## config.mk

```make
export PLATFORM = sky130hd
export DESIGN_NAME = instruction_fetch
export DESIGN_NICKNAME = d
export VERILOG_FILES = /design/src/rtl/instruction_fetch.sv
export SDC_FILE = /design/constraint.sdc
export NUM_CORES = 1
export LEC_CHECK = 0
export CAP_MARGIN = 15
export CORE_MARGIN = 1.5
export CORE_UTILIZATION = 25
export CTS_BUF_LIST = sky130_fd_sc_hd__clkbuf_8
export CTS_CLUSTER_DIAMETER = 100
export DETAILED_ROUTE_END_ITERATION = 6
export GPL_TIMING_DRIVEN = 0
export SYNTH_ARGS = -nofsm -noshare
export SYNTH_HDL_FRONTEND = slang
export SYNTH_SLANG_ARGS = --single-unit
```

## constraint.sdc

```tcl
create_clock -name clock -period 1.6 [get_ports clock]
set_input_delay 0.32 -clock clock [delete_from_list [all_inputs] [get_ports clock]]
set_output_delay 0.32 -clock clock [all_outputs]
set_load 0.02 [all_outputs]
```

## src/rtl/instruction_fetch.sv

```systemverilog
// rtl/instruction_fetch.sv - CPU fetch stage: program counter, instruction register, redirect, stall, fetch counter
//
// Ports:
//   clock, reset_n             clock (rising edge), asynchronous active-low reset
//   enable                     1 = advance fetch, 0 = stall (hold state)
//   jump_valid, jump_address   redirect from execute; wins over stall and advance
//   mem_address                combinational address to instruction memory (= fetch_pc)
//   mem_instruction            word returned by instruction memory in the same cycle
//   instruction                registered instruction for decode (0 = NOP bubble)
//   instruction_valid          instruction is a real in-path instruction
//   pc                         address of the word held in instruction
//   fetch_count                saturating count of valid captures since reset
//   bp_enable, bp_address,     hardware breakpoint, present only when the
//   resume, halted             FETCH_BREAKPOINT_EN macro is defined
module instruction_fetch #(
  parameter int                    ADDR_WIDTH = 8,
  parameter int                    DATA_WIDTH = 32,
  parameter logic [ADDR_WIDTH-1:0] RESET_ADDR = '0
) (
  input  logic                  clock,
  input  logic                  reset_n,
  input  logic                  enable,
  input  logic                  jump_valid,
  input  logic [ADDR_WIDTH-1:0] jump_address,
  output logic [ADDR_WIDTH-1:0] mem_address,
  input  logic [DATA_WIDTH-1:0] mem_instruction,
  output logic [DATA_WIDTH-1:0] instruction,
  output logic                  instruction_valid,
  output logic [ADDR_WIDTH-1:0] pc,
  output logic [15:0]           fetch_count
`ifdef FETCH_BREAKPOINT_EN
  ,
  input  logic                  bp_enable,
  input  logic [ADDR_WIDTH-1:0] bp_address,
  input  logic                  resume,
  output logic                  halted
`endif
);

  logic [ADDR_WIDTH-1:0] fetch_pc;
  logic                  running;
  logic                  capture;

  assign mem_address = fetch_pc;

  // A capture needs the fetch unit running, enabled, and no redirect this cycle.
  assign capture = running && enable && !jump_valid;

`ifdef FETCH_BREAKPOINT_EN
  typedef enum logic {RUN = 1'b0, HALT = 1'b1} state_t;
  state_t state, state_next;
  logic   bp_hit;

  // Jump suppresses capture, so it also overrides the breakpoint.
  assign bp_hit = capture && bp_enable && (fetch_pc == bp_address);

  always_ff @(posedge clock or negedge reset_n) begin
    if (!reset_n) begin
      state <= RUN;
    end else begin
      state <= state_next;
    end
  end

  always_comb begin
    state_next = state;
    case (state)
      RUN:     if (bp_hit) state_next = HALT;
      HALT:    if (resume) state_next = RUN;
      default: state_next = RUN;
    endcase
  end

  always_comb begin
    running = (state == RUN);
    halted  = (state == HALT);
  end
`else
  assign running = 1'b1;
`endif

  always_ff @(posedge clock or negedge reset_n) begin
    if (!reset_n) begin
      fetch_pc          <= RESET_ADDR;
      instruction       <= '0;
      instruction_valid <= 1'b0;
      pc                <= '0;
      fetch_count       <= '0;
    end else if (jump_valid) begin
      // Redirect inserts a bubble; pc keeps the last delivered address.
      fetch_pc          <= jump_address;
      instruction       <= '0;
      instruction_valid <= 1'b0;
    end else if (capture) begin
      instruction       <= mem_instruction;
      pc                <= fetch_pc;
      instruction_valid <= 1'b1;
      fetch_pc          <= fetch_pc + 1'b1;
      if (fetch_count != 16'hFFFF) begin
        fetch_count <= fetch_count + 16'd1;
      end
    end else if (!running) begin
      instruction_valid <= 1'b0;
    end
  end

endmodule
```

Yosys cells after proc, flatten, opt, wreduce, memory -nomap -nowiden:

Index checks and enable logic that the tools add are counted.

* register bits after elaboration: 65
* input bits: 44
* output and inout bits: 65
* word-level logic and storage cells: 20

* $add $sub $neg: 2
* equal/unequal tests: 1
* mux-type cells: 6
* bitwise gates (word level): 1
* reductions and logical operators: 5

Operators by type and width (number)
* $mux 32: 2
* $add 16x1->16 const B: 1
* $mux 8: 2
* $ne 16x16->1 const B: 1
* $add 8x1->8 const B: 1
* $reduce_and 3->1: 1
* $mux 1: 2
* $reduce_and 2->1: 1
* $reduce_bool 2->1: 1
* $logic_and 1x1->1: 1
* $logic_not 1->1: 1
* $not 1->1: 1

Logic depth before layout (Yosys ltp):

Gate-level depths: netlist of the first run.

* depth after elaboration: 4
* mapped depth: 6
* mapped depth without buffers: 5

Worst setup path before layout of the first run:

No wires, ideal clock.

* path kind: reg-to-reg
* start: reg fetch_count[0]
* end: reg fetch_count[9]
* arrival time: 1.575 ns
* required time: 1.465 ns
* path slack: -0.110 ns
* stages on the path, launching flop included: 6
* cells stage by stage: dfrtp_1 > ha_1 > nand3_1 > o41ai_4 > nor3_1 > xor2_1

* longest elaborated chain between the ends: 2
* elaborated cells on any way between the ends: 3

RTL lines
* start, declared: line 30 `output logic [15:0] fetch_count`
* start signal, assigned: line 100 `fetch_count <= fetch_count + 16'd1;`
* parallel branches: the longest is 2 deep, another holds $add 16x1->16

Several ways; the timed one is not identified.
A chain may end at the register's enable or synchronous reset.

Final worst setup path of the first run:

* start: reg fetch_count[13]
* end: reg fetch_count[11]

* longest elaborated chain between the ends: 2

RTL lines
* $ne 16x16->1: line 99 `if (fetch_count != 16'hFFFF) begin`
* $reduce_and 3->1 (no source line)

No other way between the ends.

==> results of run 1 <==
[what timing repair did]
action / in CTS / in global routing
cloned: 0 / 0
setup endpoints to repair: 106 / 35
setup buffers: 3 / 3
pin swaps: 4 / 5
resized for setup: 72 / 15
[stage by stage]
step	TNS [ns]	cells
finish	-0.00166	524
CTS	0	521
global placement	-149.40	503
floorplan	-0.000663	256
global route	-0.354	524
detailed placement	-16.33	503
[synthesized netlist by cell type, types with 2 or more instances]
master,count
xor2_1,9
nand3_1,8
ha_1,2
mux2i_1,33
and4_1,2
nor3_1,5
xnor2_1,12
inv_1,2
nor2_1,37
and3_1,2
o21ai_0,9
clkbuf_1,5
nor4_1,2
dfrtp_1,65
nand4_1,6
nand2_1,42
buf_2,7
[sequential cells by signal, indices dropped and copies added (netlist names)]
register           count
fetch_count           16
pc                     8
mem_address            8
instruction           32
instruction_valid      1
[worst paths after layout]
kind / end / slack (ns) / cells after the start
worst max-delay path: fetch_count[11]$_DFFE_PN0P_ / -0.002 / 6
worst min-delay path: fetch_count[2]$_DFFE_PN0P_ / 0.09 / 1
worst max register to register: fetch_count[11]$_DFFE_PN0P_ / -0.002 / 6
worst min register to register: pc[7]$_DFFE_PN0P_ / 0.48 / 2
max in group asynchronous: fetch_count[8]$_DFFE_PN0P_ / 0.94 / 1
min in group clock: pc[7]$_DFFE_PN0P_ / 0.48 / 2
[cells in the final DEF, fill, tap and decap left out, types with 2 or more instances in the layout]
cell,Yosys,routed
nor4_2,0,2
nand2_1,42,42
nor3_1,5,3
and3_1,2,2
nand3_1,8,6
dlygate4sd2_1,0,65
nor2_1,37,36
buf_2,7,3
xnor2_1,12,12
and4_1,2,2
nand4_1,6,6
dfrtp_2,0,7
clkbuf_8,0,11
o21ai_0,9,9
clkinv_2,0,2
mux2i_1,33,33
dfrtp_1,65,58
buf_4,0,10
xor2_1,9,9
clkdlybuf4s50_1,0,40
clkbuf_1,5,5
inv_1,2,3
nor3_2,1,3
[where the power goes]
group / leakage, uW / total, uW / internal, uW / switching [uW]
clock: 0.000106 / 1400 / 786 / 613
combinational: 0.00123 / 960 / 441 / 518
sequential: 0.000841 / 2010 / 1820 / 192
total: 0.00217 / 4370 / 3050 / 1320
[logic make-up (layout without fill, tap and decap cells)]
logic type,Yosys count,count (layout),synth area share
AO/OA/AOI/OAI,11,11,0.0299
adder cells (fa/ha/maj),2,2,0.00892
multiplexers,34,34,0.122
AND/OR/NAND/NOR,109,109,0.172
XOR/XNOR,21,21,0.0656
flip-flops,65,65,0.580
buffers and inverters,14,142,0.0219
[layer usage]
| metal | track usage | part of all wire | up-vias |
|---|---|---|---|
| met4 | 0.0310 | 0.0088 | 0 |
| li1 | - | - | 1105 |
| met5 | 0 | 0 | - |
| met1 | 0.163 | 0.45 | 1103 |
| met3 | 0.0568 | 0.083 | 8 |
| met2 | 0.200 | 0.46 | 77 |
[critical path, cell delays in order (launching register included)]
cell and delay (ns):
dfrtp_1 0.43, nand4_1 0.24, buf_4 0.22, o41ai_4 0.21, buf_6 0.17, nor3_1 0.06
xor2_1 0.14
[cell type report]
| class | count | area [um2] |
|---|---|---|
| Buffer | 12 | 63.8 |
| Multi-Input combinational cell | 177 | 1180 |
| Clock inverter | 4 | 43.8 |
| Fill cell | 1094 | 6600 |
| Timing Repair Buffer | 113 | 1040 |
| Clock buffer | 11 | 151 |
| Inverter | 2 | 7.51 |
| Sequential cell | 65 | 1640 |
| Tap cell | 140 | 175 |
==> flow_summary.json, run 1 <==
{
  "cts_inserted_buffers": 9,
  "clkTransAtPathRegs_ns": 0.07,
  "slew_headroom": 0.450,
  "critPathKind": "register to register",
  "synth_ff_type": "dfrtp_1",
  "required_ns": 1.81,
  "ant_nets": 0,
  "max-vdd-ir-drop_uv": 525,
  "drtIter0Drc": 97,
  "leakage_uw": 0.00217,
  "cts-hold-fix-buffers": 0,
  "grt_pass1_vias": 2332,
  "h-tree-depth": 3,
  "portBuffers": 107,
  "syn_inst": 256,
  "tightest_slew_ns": 0.825,
  "drc": 0,
  "ys_warn_count": 0,
  "antenna_cells": 0,
  "antenna_found_initial": 0,
  "place_worst_setup_slack_ns": -0.425,
  "synthArstFlopShare": 1.00,
  "fin_nets": 426,
  "initial_core_util": 0.258,
  "core_um2": 10900,
  "p_total_uw": 4370,
  "clock_latency_ns": 0.33,
  "wl_per_cell_um": 13.9,
  "fin_crit_ns": 1.60,
  "worstSetupEndpointType": "register",
  "die_y_um": 109,
  "cts.path.max_buffers": 2,
  "io_pins": 109,
  "grt_overflow": 0,
  "core.rowCount": 38,
  "cts.sinks": 65,
  "syn_to_final_growth_pct": 53.0,
  "timing.hold.ws_ns": 0.0899,
  "crit_fanout": 5,
  "avgViaCountPerCell": 4.38,
  "drtPass1Iterations": 4,
  "avgSynthCellArea_um2": 11.0,
  "grt_usage": 0.128,
  "fin_area_um2": 4290,
  "place.gp.congestion": 0.781,
  "finClkSkew_ns": 0.0111,
  "dpl.hpwl_mm": 5.05,
  "synth_cell_types": 25,
  "num_vias": 2293,
  "grt_max_degree": 66,
  "power_density_nw_per_um2": 1020,
  "dieWidth_um": 109,
  "synth_largest_area_cell": "dfrtp_1",
  "wl_mm": 7.26,
  "maxCapViolCount": 0,
  "drv_slew": 0,
  "syn_nets": 302,
  "die_area_um2": 11900,
  "final_hold_viol_count": 0,
  "status": "finished, violations left",
  "cts_tree": "built",
  "grt_pass1_wl_mm": 11.7,
  "synth_seq_area_share": 0.580,
  "max_freq_ghz": 0.624,
  "place_area_um2": 4050,
  "synth_seq_cells": 65,
  "cts-root-buf": "clkbuf_8",
  "rsz0062_at_grt": "true",
  "hold_class": "primary input to async pin",
  "violations": "setup timing",
  "netlist_top_cells_area": "dfrtp_1, mux2i_1, nand2_1, nor2_1, xnor2_1",
  "synth_edf_count": 0,
  "synth_top_area_share": 0.580,
  "crit_arrival_ns": 1.81,
  "r2r_start": "fetch_count[13]$_DFFE_PN0P_",
  "finish.utilization": 0.394,
  "period_share": 1.00,
  "setup_viol": 1,
  "drive_gt1_frac": 0.125,
  "crit_start": "fetch_count[13]$_DFFE_PN0P_",
  "synth_area_um2": 2810,
  "worst_slack_ns": -0.00166,
  "crit_path_start_kind": "register"
}
Note: power is estimated with default switching activity, not from simulation.
==> run 2: changes to the inputs <==
--- a/config.mk
+++ b/config.mk
@@ -5,6 +5,7 @@
 export SDC_FILE = /design/constraint.sdc
 export NUM_CORES = 1
 export LEC_CHECK = 0
+export ABC_AREA = 0
 export CAP_MARGIN = 15
 export CORE_MARGIN = 1.5
 export CORE_UTILIZATION = 25
==> results of run 2 <==
Final layout, timing and power as in run 1 (identical DEF).
